$ cat src/rtl/delay_line_scheduler.sv
// Two-channel delayed-pulse scheduler: compares FIFO head timestamps against a
// wrapping counter, drops stale heads and triggers a shared pulse generator.
module delay_line_scheduler #(
  parameter int unsigned CTR_WIDTH   = 17,
  parameter int unsigned LATE_WINDOW = 64,
  parameter int unsigned STAT_WIDTH  = 16
) (
  input  logic                  clk,
  input  logic                  reset,
  input  logic                  enable,
  input  logic [CTR_WIDTH-1:0]  ctr,
  input  logic                  ch0_empty,
  input  logic [CTR_WIDTH-1:0]  ch0_data,
  input  logic                  ch1_empty,
  input  logic [CTR_WIDTH-1:0]  ch1_data,
  output logic                  ch0_rden,
  output logic                  ch1_rden,
  input  logic                  gen_busy,
  output logic                  gen_trigger,
  output logic                  gen_sel,
  output logic [STAT_WIDTH-1:0] drop_count,
  output logic [STAT_WIDTH-1:0] collision_count
);

  localparam int unsigned          MSB  = CTR_WIDTH - 1;
  localparam logic [CTR_WIDTH-1:0] LATE = CTR_WIDTH'(LATE_WINDOW);

  typedef enum logic {IDLE, SETTLE} state_t;

  state_t               state;
  logic                 rr_ptr;
  logic [CTR_WIDTH-1:0] age0_c, age1_c;
  logic                 due0_c, due1_c, stale0_c, stale1_c;
  logic                 both_due_c, tie_c, win_c;

  // Head classification; the age MSB marks a timestamp still in the future.
  always_comb begin
    age0_c     = ctr - ch0_data;
    age1_c     = ctr - ch1_data;
    due0_c     = !ch0_empty && !age0_c[MSB] && (age0_c < LATE);
    due1_c     = !ch1_empty && !age1_c[MSB] && (age1_c < LATE);
    stale0_c   = !ch0_empty && !age0_c[MSB] && !(age0_c < LATE);
    stale1_c   = !ch1_empty && !age1_c[MSB] && !(age1_c < LATE);
    both_due_c = due0_c && due1_c;
    tie_c      = both_due_c && (age0_c == age1_c);
    win_c      = due1_c;
    if (both_due_c) begin
      win_c = tie_c ? rr_ptr : (age1_c > age0_c);
    end
  end

  always_ff @(posedge clk) begin
    if (reset) begin
      state           <= IDLE;
      rr_ptr          <= 1'b0;
      ch0_rden        <= 1'b0;
      ch1_rden        <= 1'b0;
      gen_trigger     <= 1'b0;
      gen_sel         <= 1'b0;
      drop_count      <= '0;
      collision_count <= '0;
    end else begin
      ch0_rden    <= 1'b0;
      ch1_rden    <= 1'b0;
      gen_trigger <= 1'b0;
      case (state)
        IDLE: begin
          if (enable) begin
            if (stale0_c || stale1_c) begin
              ch0_rden <= stale0_c;
              ch1_rden <= !stale0_c;
              if (drop_count != '1) drop_count <= drop_count + STAT_WIDTH'(1);
              state <= SETTLE;
            end else if ((due0_c || due1_c) && !gen_busy) begin
              gen_trigger <= 1'b1;
              gen_sel     <= win_c;
              ch0_rden    <= !win_c;
              ch1_rden    <= win_c;
              if (both_due_c && (collision_count != '1)) begin
                collision_count <= collision_count + STAT_WIDTH'(1);
              end
              if (tie_c) rr_ptr <= !win_c;
              state <= SETTLE;
            end
          end
        end
        default: state <= IDLE;
      endcase
    end
  end

endmodule

$ cat config.mk
export PLATFORM = sky130hd
export DESIGN_NAME = delay_line_scheduler
export DESIGN_NICKNAME = d
export VERILOG_FILES = /design/src/rtl/delay_line_scheduler.sv
export SDC_FILE = /design/constraint.sdc
export NUM_CORES = 1
export LEC_CHECK = 0
export CORE_MARGIN = 4
export CORE_UTILIZATION = 55
export DETAILED_ROUTE_END_ITERATION = 6
export PLACE_DENSITY = 0.85
export SLEW_MARGIN = 20
export SYNTH_ARGS = -nofsm -noshare
export SYNTH_HDL_FRONTEND = slang
export SYNTH_SLANG_ARGS = --single-unit
export TNS_END_PERCENT = 30
$ cat constraint.sdc
create_clock -name clk -period 8.85 [get_ports clk]
set_input_delay 1.77 -clock clk [delete_from_list [all_inputs] [get_ports clk]]
set_output_delay 1.77 -clock clk [all_outputs]
set_load 0.01 [all_outputs]
Word level (Yosys, flattened, before mapping)
Cells that the tools add are included.

cells by class
  add/sub/neg operators = 4
  multipliers = 0
  reductions and logical operators = 27
  shift operators = 0
  equal/unequal tests = 3
  multiplexer cells = 8
  $lt $le $gt $ge = 3
  div/mod/pow operators = 0
  bitwise gates (word level) = 3

operators by type and width
  kind                                                 number
  < comparator 17 x 7 -> 1 bit, second input constant  2
  subtractor 17 bit                                    2
  adder 16 x 1 -> 16 bit, second input constant        2
  inequality test 16 bit, second input constant        2
  equality test 17 bit                                 1
  greater-than comparator 17 bit                       1
  logical AND 1 bit                                    10
  AND reduction 5 bit                                  2
  logical NOT 1 bit                                    9
  two-way mux 1 bit                                    8
  AND reduction 4 bit                                  2
  OR reduction 4 bit                                   1
  inverter 1 bit                                       3
  OR reduction 3 bit                                   1
  logical OR 1 bit                                     2

storage, ports and cells
  bits in latches = 0
  memory bits (read-only) = 0
  register bits = 38
  output and inout port bits = 36
  memory bits (writable) = 0
  logic and storage cells = 56
  memories = 0

Longest topological paths before layout
Gate-level depths: netlist of run 1.

  depth after elaboration = 11
  gate-level depth with buffers = 21

Least setup slack after synthesis of run 1
OpenSTA, ideal clock, no wires.

  path type = in2reg
  start = input port ctr[0]
  end = register collision_count[7]
  buffers on the path = 0
  required time = 8.727 ns
  arrival = 5.121 ns
  slack = 3.605 ns
  stages = 13
  path through = inv_1 ha_1 fa_1 nand2b_1 a21o_2 a2111oi_0 nor3_1 xnor2_1 or4_4 or3_4 nor3_4 nand4_1 mux2_1

between the ends
  longest elaborated chain between the ends = 7
  elaborated cells between the ends (all ways) = 21
  those cells by class = add/sub (2); order compare (2); bitwise (1); reduce/logical (16)

RTL lines
  what                                                           line    RTL
  start, declared                                                11      input logic [CTR_WIDTH-1:0] ctr,
  subtractor 17 bit, on equally long branches                    38, 39
  < comparator 17 x 7 -> 1 bit, or another cell as far along     40, 42
  logical NOT 1 bit, or another cell as far along                42      stale0_c = !ch0_empty && !age0_c[MSB] && !(age0_c < LATE);
  logical AND 1 bit, on equally long branches                    -
  logical OR 1 bit, or another cell as far along                 69      if (stale0_c || stale1_c) begin
  inverter 1 bit (no source line), or another cell as far along  -
  AND reduction 5 bit (no source line) *                         -
  end signal, assigned                                           80      collision_count <= collision_count + STAT_WIDTH'(1);
  end, declared                                                  22      output logic [STAT_WIDTH-1:0] collision_count

Mark *: on every way between the ends. The rest lies on a longest branch, timed or not.
A chain may end at the register's enable or synchronous reset.

Worst setup path in the final report of run 1
  start = input port ch1_data[4]
  end = register ch1_rden

between the ends
  longest elaborated chain between the ends = 10
  elaborated cells between the ends (all ways) = 18
  those cells by class = add/sub (1); order compare (2); eq/ne (1); mux (4); reduce/logical (10)

RTL lines
  what                                                                  line  RTL
  start, declared                                                       15    input logic [CTR_WIDTH-1:0] ch1_data,
  subtractor 17 bit *                                                   39    age1_c = ctr - ch1_data;
  branches (longest 8 deep; another with < comparator 17 x 7 -> 1 bit)  -
  two-way mux 1 bit *                                                   69
  end signal, assigned                                                  71    ch1_rden <= !stale0_c;
  end signal, assigned                                                  78    ch1_rden <= win_c;
  end, declared                                                         17    output logic ch1_rden,

Mark *: on every way between the ends.

==> impl_metrics.csv, run 1 <==
group,metric,value,unit
setup_path,timing.critical_path.slowest_cell_delay,0.62,ns
setup_path,worstPathArrival,5.99,ns
yosys,synth.lib_cells_used.distinct,81,
clock_network,cts_tree,"done",
setup_path,critPathCaptureType,"flip-flop",
cells_and_area,p_r_area_growth_vs_syn,23.65,%
sta,worst-slew-pin-transition,0.7395,ns
clock_network,postCtsHoldBufs,0,
clock_network,clkSlewWorstSetupHoldPaths,0.08,ns
yosys,synthesis.instances,578,
detailed_routing,num_vias,4541,
clock_network,clock_tree.htree_level_count,2,
setup_path,crit_path_cell_trace,"clkdlybuf4s50_1 -> inv_1 -> ha_1 -> a21oi_1 -> o22ai_1 -> nor3b_1 -> o21a_1 -> o211ai_1 -> xor2_1 -> ha_1 -> and4_1 -> nand3b_1 -> or2_2 -> a41oi_1 -> nor2_1 -> o21ai_0 -> nor3b_1",
clock_network,postCtsSetupBuffers,0,
die,dieArea,9696,µm²
yosys,synthArstFlopShare,0,%
setup_path,start_kind,"input port",
status,run_status,"completed",
setup_path,timing.setup.critical_path_class,"input port to flip-flop",
global_route,first_global_vias,4268,
power,finalPower,0.0006483,W
sta,shortest_period_the_worst_path_allows,5.774,ns
power,p_leak,2.345,nW
place,hpwlAfterDp,9295,µm
yosys,synthesized_area_divided_by_synthesized_cell_count,7.789,µm²
global_route,grt_max_degree,50,
detailed_routing,ant_nets,0,
global_route,grt_pass1_wl,19810,µm
detailed_routing,number_of_vias_per_cell,5.967,
detailed_routing,routedWlPerCell,15.56,µm
die,die_x,98.47,µm
clock_network,cts.sinks,38,
cells_and_area,drive_gt1_share,6.525,%
clock_network,cts_inserted_buffers,5,
yosys,synth.yosys.warnings,0,
sta,setup_viol,0,
setup_path,cell_at_the_slowest_stage_of_the_critical_path,"nor3b_1",
sta,max_freq,173.2,MHz
detailed_routing,drt_iter0_drc,310,
sta,finalCritPeriodShare,65.25,%
power,power_density,116.5,nW/µm²
sta,rsz0062_at_grt,"no",
die,core_region_area,7848,µm²
global_route,routing_usage_on_met2,40.04,%
place,place.port_buffers,92,
detailed_routing,routed_wirelength,11840,µm
sta,number_of_pins_exceeding_their_max_slew_limit_in_the_final_report,0,
yosys,yosys_most_used_dff,"dfxtp_1",
cells_and_area,layout.area.seq,760.7,µm²
global_route,globalRouteMet1Util,32.70,%
flow_run,maxCapViolations,0,
cells_and_area,antenna_cells,0,
power,vdd_ir_max,72.42,µV
die,die-height,98.47,µm
detailed_routing,firstDrtPassIters,5,
sta,final_hold_viol_count,0,
global_route,grt_use_total,24.04,%
die,initial_core_util,57.37,%
die,num_io_pins,93,
yosys,synthesis.area,4502,µm²
clock_network,insertion_delay_of_the_later_clocked_pin_in_the_worst_skew_pair,0.30,ns
detailed_routing,drcViolationCount,0,
clock_network,clockBufferDepth,2,
clock_network,root_buffer,"clkbuf_8",
global_route,overflow,0,
setup_path,required_arrival_time_at_the_worst_endpoint,9.07,ns
hold_path,worst_hold_path_type,"flip-flop to flip-flop",
global_route,use_met3,4.105,%
cells_and_area,final_net_count,767,
yosys,sequential_to_total_area_share_from_yosys_stat,16.90,%
die,core.rowCount,32,
yosys,synth_fp_nets,687,
yosys,synth_edf_count,0,
global_route,top_usage_layer_grt,"met2",
setup_path,crit_family,"simple AND/OR/NAND/NOR gates",
cells_and_area,fillCellCount,658,
sta,clock-skew-final,0.008490,ns
clock_network,postCtsResizedCells,0,
setup_path,timing.critical_path.fanout_max,5,
yosys,number_of_flip_flops_and_latches_in_the_synthesized_netlist,38,
place,gp_congestion,0.9669,
sta,relSlewSlack,50.08,%
sta,final.setup.tns,0,ns
cells_and_area,multiInputGateArea,3431,µm²
setup_path,crit_buf_inv,2,
global_route,grt_antenna_before_repair,0,
[layout make-up]
cell class / count / area share, %
timing repair buffer: 93 / 16.68
clock inverter: 2 / 1.079
multi-input combinational: 473 / 61.63
tap: 102 / 2.293
inverter: 47 / 3.169
clock buffer: 6 / 1.483
sequential: 38 / 13.67
[cell families (layout without fill, tap and decap cells)]
logic type | Yosys count | in the layout | synth area share, %
AND/OR/NAND/NOR | 218 | 218 | 26.10
flip-flops | 38 | 38 | 16.90
AO/OA/AOI/OAI | 145 | 145 | 22.93
multiplexers | 15 | 15 | 3.697
XOR/XNOR | 43 | 43 | 8.699
adder cells (fa/ha/maj) | 52 | 52 | 14.79
buffers and inverters | 67 | 148 | 6.893
[cell usage after synthesis (3+ instances only)]
cell type  count  share of area [%]
nand2b_1      10                1.4
clkbuf_1      11               0.92
a21o_1        12                2.0
and2_1         5               0.69
a211oi_1      11                1.8
inv_1         47                3.9
a211oi_2       3               0.83
nor3_1        13                1.4
nor2b_1       16                2.2
mux2_1         9                2.3
nor2_1        59                4.9
a21oi_1       43                4.8
or2_2          5               0.69
xor2_1        13                2.5
o21ai_0       17                1.9
a31o_2         4               0.78
nor3b_1        3               0.50
ha_1          50                 14
and3_1        20                2.8
mux2_2         4                1.0
o211ai_1       8                1.3
nand4_1       15                2.1
o311ai_0       3               0.58
dfxtp_1       38                 17
xnor2_1       29                5.6
or3_1          4               0.56
nand3_1       17                1.9
o21a_1         6                1.0
a21o_2         3               0.58
nand2_1       32                2.7
buf_6          3               0.75
[path summary, 6_finish.rpt]
kind                                   start                    endpoint  slack (ns)  depth (start not counted)
setup / recovery                 ch1_data[4]         ch1_rden$_SDFF_PP0_        3.08                         17
hold / removal           rr_ptr$_SDFFE_PP0P_         rr_ptr$_SDFFE_PP0P_        0.49                          2
setup reg to reg  drop_count[3]$_SDFFE_PP0P_  drop_count[5]$_SDFFE_PP0P_        5.88                          9
hold reg to reg          rr_ptr$_SDFFE_PP0P_         rr_ptr$_SDFFE_PP0P_        0.49                          2
[metal layers]
metal  routed length [µm]  up-vias
met5                    0        -
met4                  262        0
met3                  763       26
met2                 5560      185
met1                 5258     2079
li1                     -     2251
[tightest hold or removal path, delay by kind of cell (launching register included)]
| kind | cells | cell delay, ns |
|---|---|---|
| AOI/OAI and AO/OA | 2 | 0.11 |
| DFF | 1 | 0.33 |
[metrics by stage]
step	utilization, %	setup slack, ns	cells	hold WS, ns	area (µm²)
2_1_floorplan	-	3.605	578	0.4526	4502
3_3_place_gp	69.12	2.935	753	0.4686	5424
3_5_place_dp	69.12	2.763	753	0.4747	5424
4_1_cts	70.93	3.077	761	0.4881	5567
5_1_grt	70.93	2.746	761	0.5383	5567
6_report	70.93	3.076	761	0.4905	5567
[report_power, final]
part,switching (W),leakage (nW),internal (W)
registers,0.00000155,0.306,0.000173
clock network,0.0000650,0.0714,0.000120
logic,0.000161,1.97,0.000128
[sequential cells by signal, summed over array words and instances (netlist names)]
signal / count
ch0_rden: 1
rr_ptr: 1
state: 1
collision_count: 16
drop_count: 16
gen_sel: 1
gen_trigger: 1
ch1_rden: 1
[layout by cell type (no fill, tap or decap), types with 3 or more instances in the layout]
cell and instances:
dfxtp_1 38, or2_2 5, nor2_1 59, clkbuf_8 6
xnor2_1 29, a211oi_2 3, a21o_1 12, nand2b_1 10
mux2_1 9, clkdlybuf4s50_1 92, nor2b_1 16, a21oi_1 43
a21o_2 3, xor2_1 13, a211oi_1 11, nor3_1 13
inv_1 47, o211ai_1 8, o21ai_0 17, nand2_1 32
or3_1 4, o311ai_0 3, nand4_1 15, o21a_1 6
and3_1 20, mux2_2 4, nand3_1 17, a31o_2 4
and2_1 5, nor3b_1 3, ha_1 50
Note: power is estimated with default switching activity, not from simulation.
==> run 2, diff against run 1 <==
Settings changed: CORE_UTILIZATION 55 to 48, PLACE_DENSITY 0.85 to 0.79.
Clock period 8.85 ns to 5.3 ns, I/O delays scaled along.
==> impl_metrics.csv, run 2 (synthesized netlist as in run 1, its figures left out) <==
group,metric,value,unit
sta,relSlewSlack,32.32,%
detailed_routing,num_vias,4493,
global_route,grt_max_degree,31,
cells_and_area,leading_cell_type_in_the_layout_fill_and_taps_excluded,"clkdlybuf4s50_1",
clock_network,clock_tree.htree_level_count,2,
cells_and_area,most_used_cells_in_the_layout_excluding_fill_and_tap_cells,"92 x clkdlybuf4s50_1, 59 x nor2_1, 50 x ha_1",
status,run_status,"completed",
sta,max_freq,198.6,MHz
sta,worst-slew-pin-transition,1.012,ns
setup_path,critPathCaptureType,"flip-flop",
detailed_routing,met2_length,5318,µm
setup_path,worstPathArrival,5.25,ns
die,core_region_area,9196,µm²
power,pwr-share-clk,21.8,%
global_route,first_global_vias,4194,
die,dieArea,10990,µm²
setup_path,cell_at_the_slowest_stage_of_the_critical_path,"ha_1",
setup_path,timing.critical_path.fanout_max,8,
flow_run,maxCapViolations,0,
detailed_routing,routedWlPerCell,14.74,µm
power,vdd_ir_max,87.44,µV
setup_path,timing.critical_path.slowest_cell_delay,0.49,ns
cells_and_area,layout_top_registers,"collision_count: 16 flops, drop_count: 16 flops",
clock_network,insertion_delay_of_the_later_clocked_pin_in_the_worst_skew_pair,0.30,ns
power,comb_power_share,49.1,%
clock_network,cts_inserted_buffers,5,
clock_network,clockBufferDepth,2,
detailed_routing,firstDrtPassIters,4,
die,die-height,104.8,µm
setup_path,timing.setup.critical_path_class,"input port to flip-flop",
global_route,grt_pass1_wl,19010,µm
place,placedInstanceArea,5495,µm²
die,core.rowCount,35,
power,power_density,178.5,nW/µm²
global_route,grt_use_total,20.20,%
power,p_sw,0.0003838,W
sta,finalCritPeriodShare,95.00,%
setup_path,crit_path_cell_trace,"clkdlybuf4s50_1 -> inv_1 -> ha_1 -> nand4_2 -> a211oi_2 -> nor3b_1 -> o21a_1 -> o211ai_1 -> xor2_2 -> ha_1 -> and4_1 -> nand3b_1 -> or2_2 -> a41oi_1 -> nor2_1 -> o21ai_0 -> nor3b_1",
cells_and_area,p_r_area_growth_vs_syn,24.46,%
sta,final_hold_viol_count,0,
detailed_routing,drcViolationCount,0,
detailed_routing,topRoutingLayerUsed,"met4",
die,initial_core_util,48.95,%
cells_and_area,fin_area,5603,µm²
sta,final.setup.tns,0,ns
cells_and_area,antenna_cells,0,
detailed_routing,drt_iter0_drc,305,
clock_network,clkSlewWorstSetupHoldPaths,0.08,ns
power,p_leak,2.362,nW
clock_network,cts_tree,"done",
sta,clock-skew-final,0.002425,ns
die,die_x,104.8,µm
detailed_routing,route.met3.wl,511,µm
place,gp_congestion,0.9827,
cells_and_area,final_net_count,775,
clock_network,cts.sinks,38,
clock_network,root_buffer,"clkbuf_8",
setup_path,start_kind,"input port",
detailed_routing,number_of_vias_per_cell,5.775,
sta,number_of_pins_exceeding_their_max_slew_limit_in_the_final_report,0,
sta,shortest_period_the_worst_path_allows,5.035,ns
sta,setup_viol,0,
power,cellInternalPower,0.0006163,W
global_route,grt_antenna_before_repair,0,
place,place.port_buffers,92,
setup_path,required_arrival_time_at_the_worst_endpoint,5.52,ns
cells_and_area,drive_gt1_share,7.946,%
global_route,overflow,0,
power,sequentialPowerShare,29.1,%
detailed_routing,routed_wirelength,11470,µm
place,hpwlAfterDp,9434,µm
detailed_routing,wl_met1,5377,µm
die,num_io_pins,93,
hold_path,worst_hold_path_type,"flip-flop to flip-flop",
detailed_routing,ant_nets,0,
power,power.switching_fraction,38.38,%
-- run 2: changes by cell type in the layout (fill, tap and decap cells not counted), sizes merged --
cell / delta
clkinvlp: +1
bufinv: -2
clkinv: +1
buf: +8
-- run 2: area by class of cell --
| type | count | area [µm²] |
|---|---|---|
| Fill cell | 819 | 3593 |
| Multi-Input combinational cell | 473 | 3443 |
| Timing Repair Buffer | 101 | 988.4 |
| Sequential cell | 38 | 760.7 |
| Inverter | 47 | 176.4 |
| Tap cell | 111 | 138.9 |
| Clock buffer | 6 | 82.58 |
| Clock inverter | 2 | 12.51 |
-- run 2: power by group through the flow --
stage                     Sequential [W]  Clock (W)  Combinational (W)
after global routing            0.000291   0.000228           0.000545
final                           0.000291   0.000218           0.000491
after detailed placement        0.000298          0           0.000481
after global placement          0.000298          0           0.000469
after floorplan                 0.000298          0           0.000346
after CTS                       0.000291   0.000220           0.000486
-- run 2: worst max-delay path: cells and delay by family --
| family | cells | cell delay [ns] |
|---|---|---|
| fa+ha+maj | 2 | 0.69 |
| xor+xnor | 1 | 0.32 |
| compound gates | 5 | 1.29 |
| buf+inv | 2 | 0.50 |
| simple gates | 7 | 1.40 |
-- run 2: path summary, 6_finish.rpt --
check,cells past startpoint,startpoint,end,slack [ns]
worst max-delay path,17,ch1_data[7],ch1_rden$_SDFF_PP0_,0.27
worst min-delay path,2,rr_ptr$_SDFFE_PP0P_,rr_ptr$_SDFFE_PP0P_,0.49
worst max register to register,9,drop_count[4]$_SDFFE_PP0P_,drop_count[13]$_SDFFE_PP0P_,2.37
worst min register to register,2,rr_ptr$_SDFFE_PP0P_,rr_ptr$_SDFFE_PP0P_,0.49
-- run 2: metal layers --
layer / track usage [%] / up-vias
met4: 6.935 / 0
li1: - / 2265
met5: 0 / -
met1: 26.83 / 2092
met3: 2.532 / 20
met2: 33.68 / 116
-- run 2: what timing repair did --
action                     CTS  global route
setup endpoints to repair    0             2
hold endpoints to repair     0             0
gates resized for setup      0             2
hold buffers                 0             0
setup buffers                0             0
-- run 2: stage by stage --
stage               utilization, %   power, W  setup WS [ns]  std cells  hold WS, ns
floorplan                        -  0.0006448         0.7653        578       0.4526
global placement             59.76  0.0007663        0.04921        770       0.4702
detailed placement           59.76  0.0007790       -0.05642        770       0.4791
CTS                          60.79  0.0009964         0.1896        778       0.4900
global route                 60.93   0.001064       -0.01770        778       0.5309
finish                       60.93   0.001000         0.2651        778       0.4900
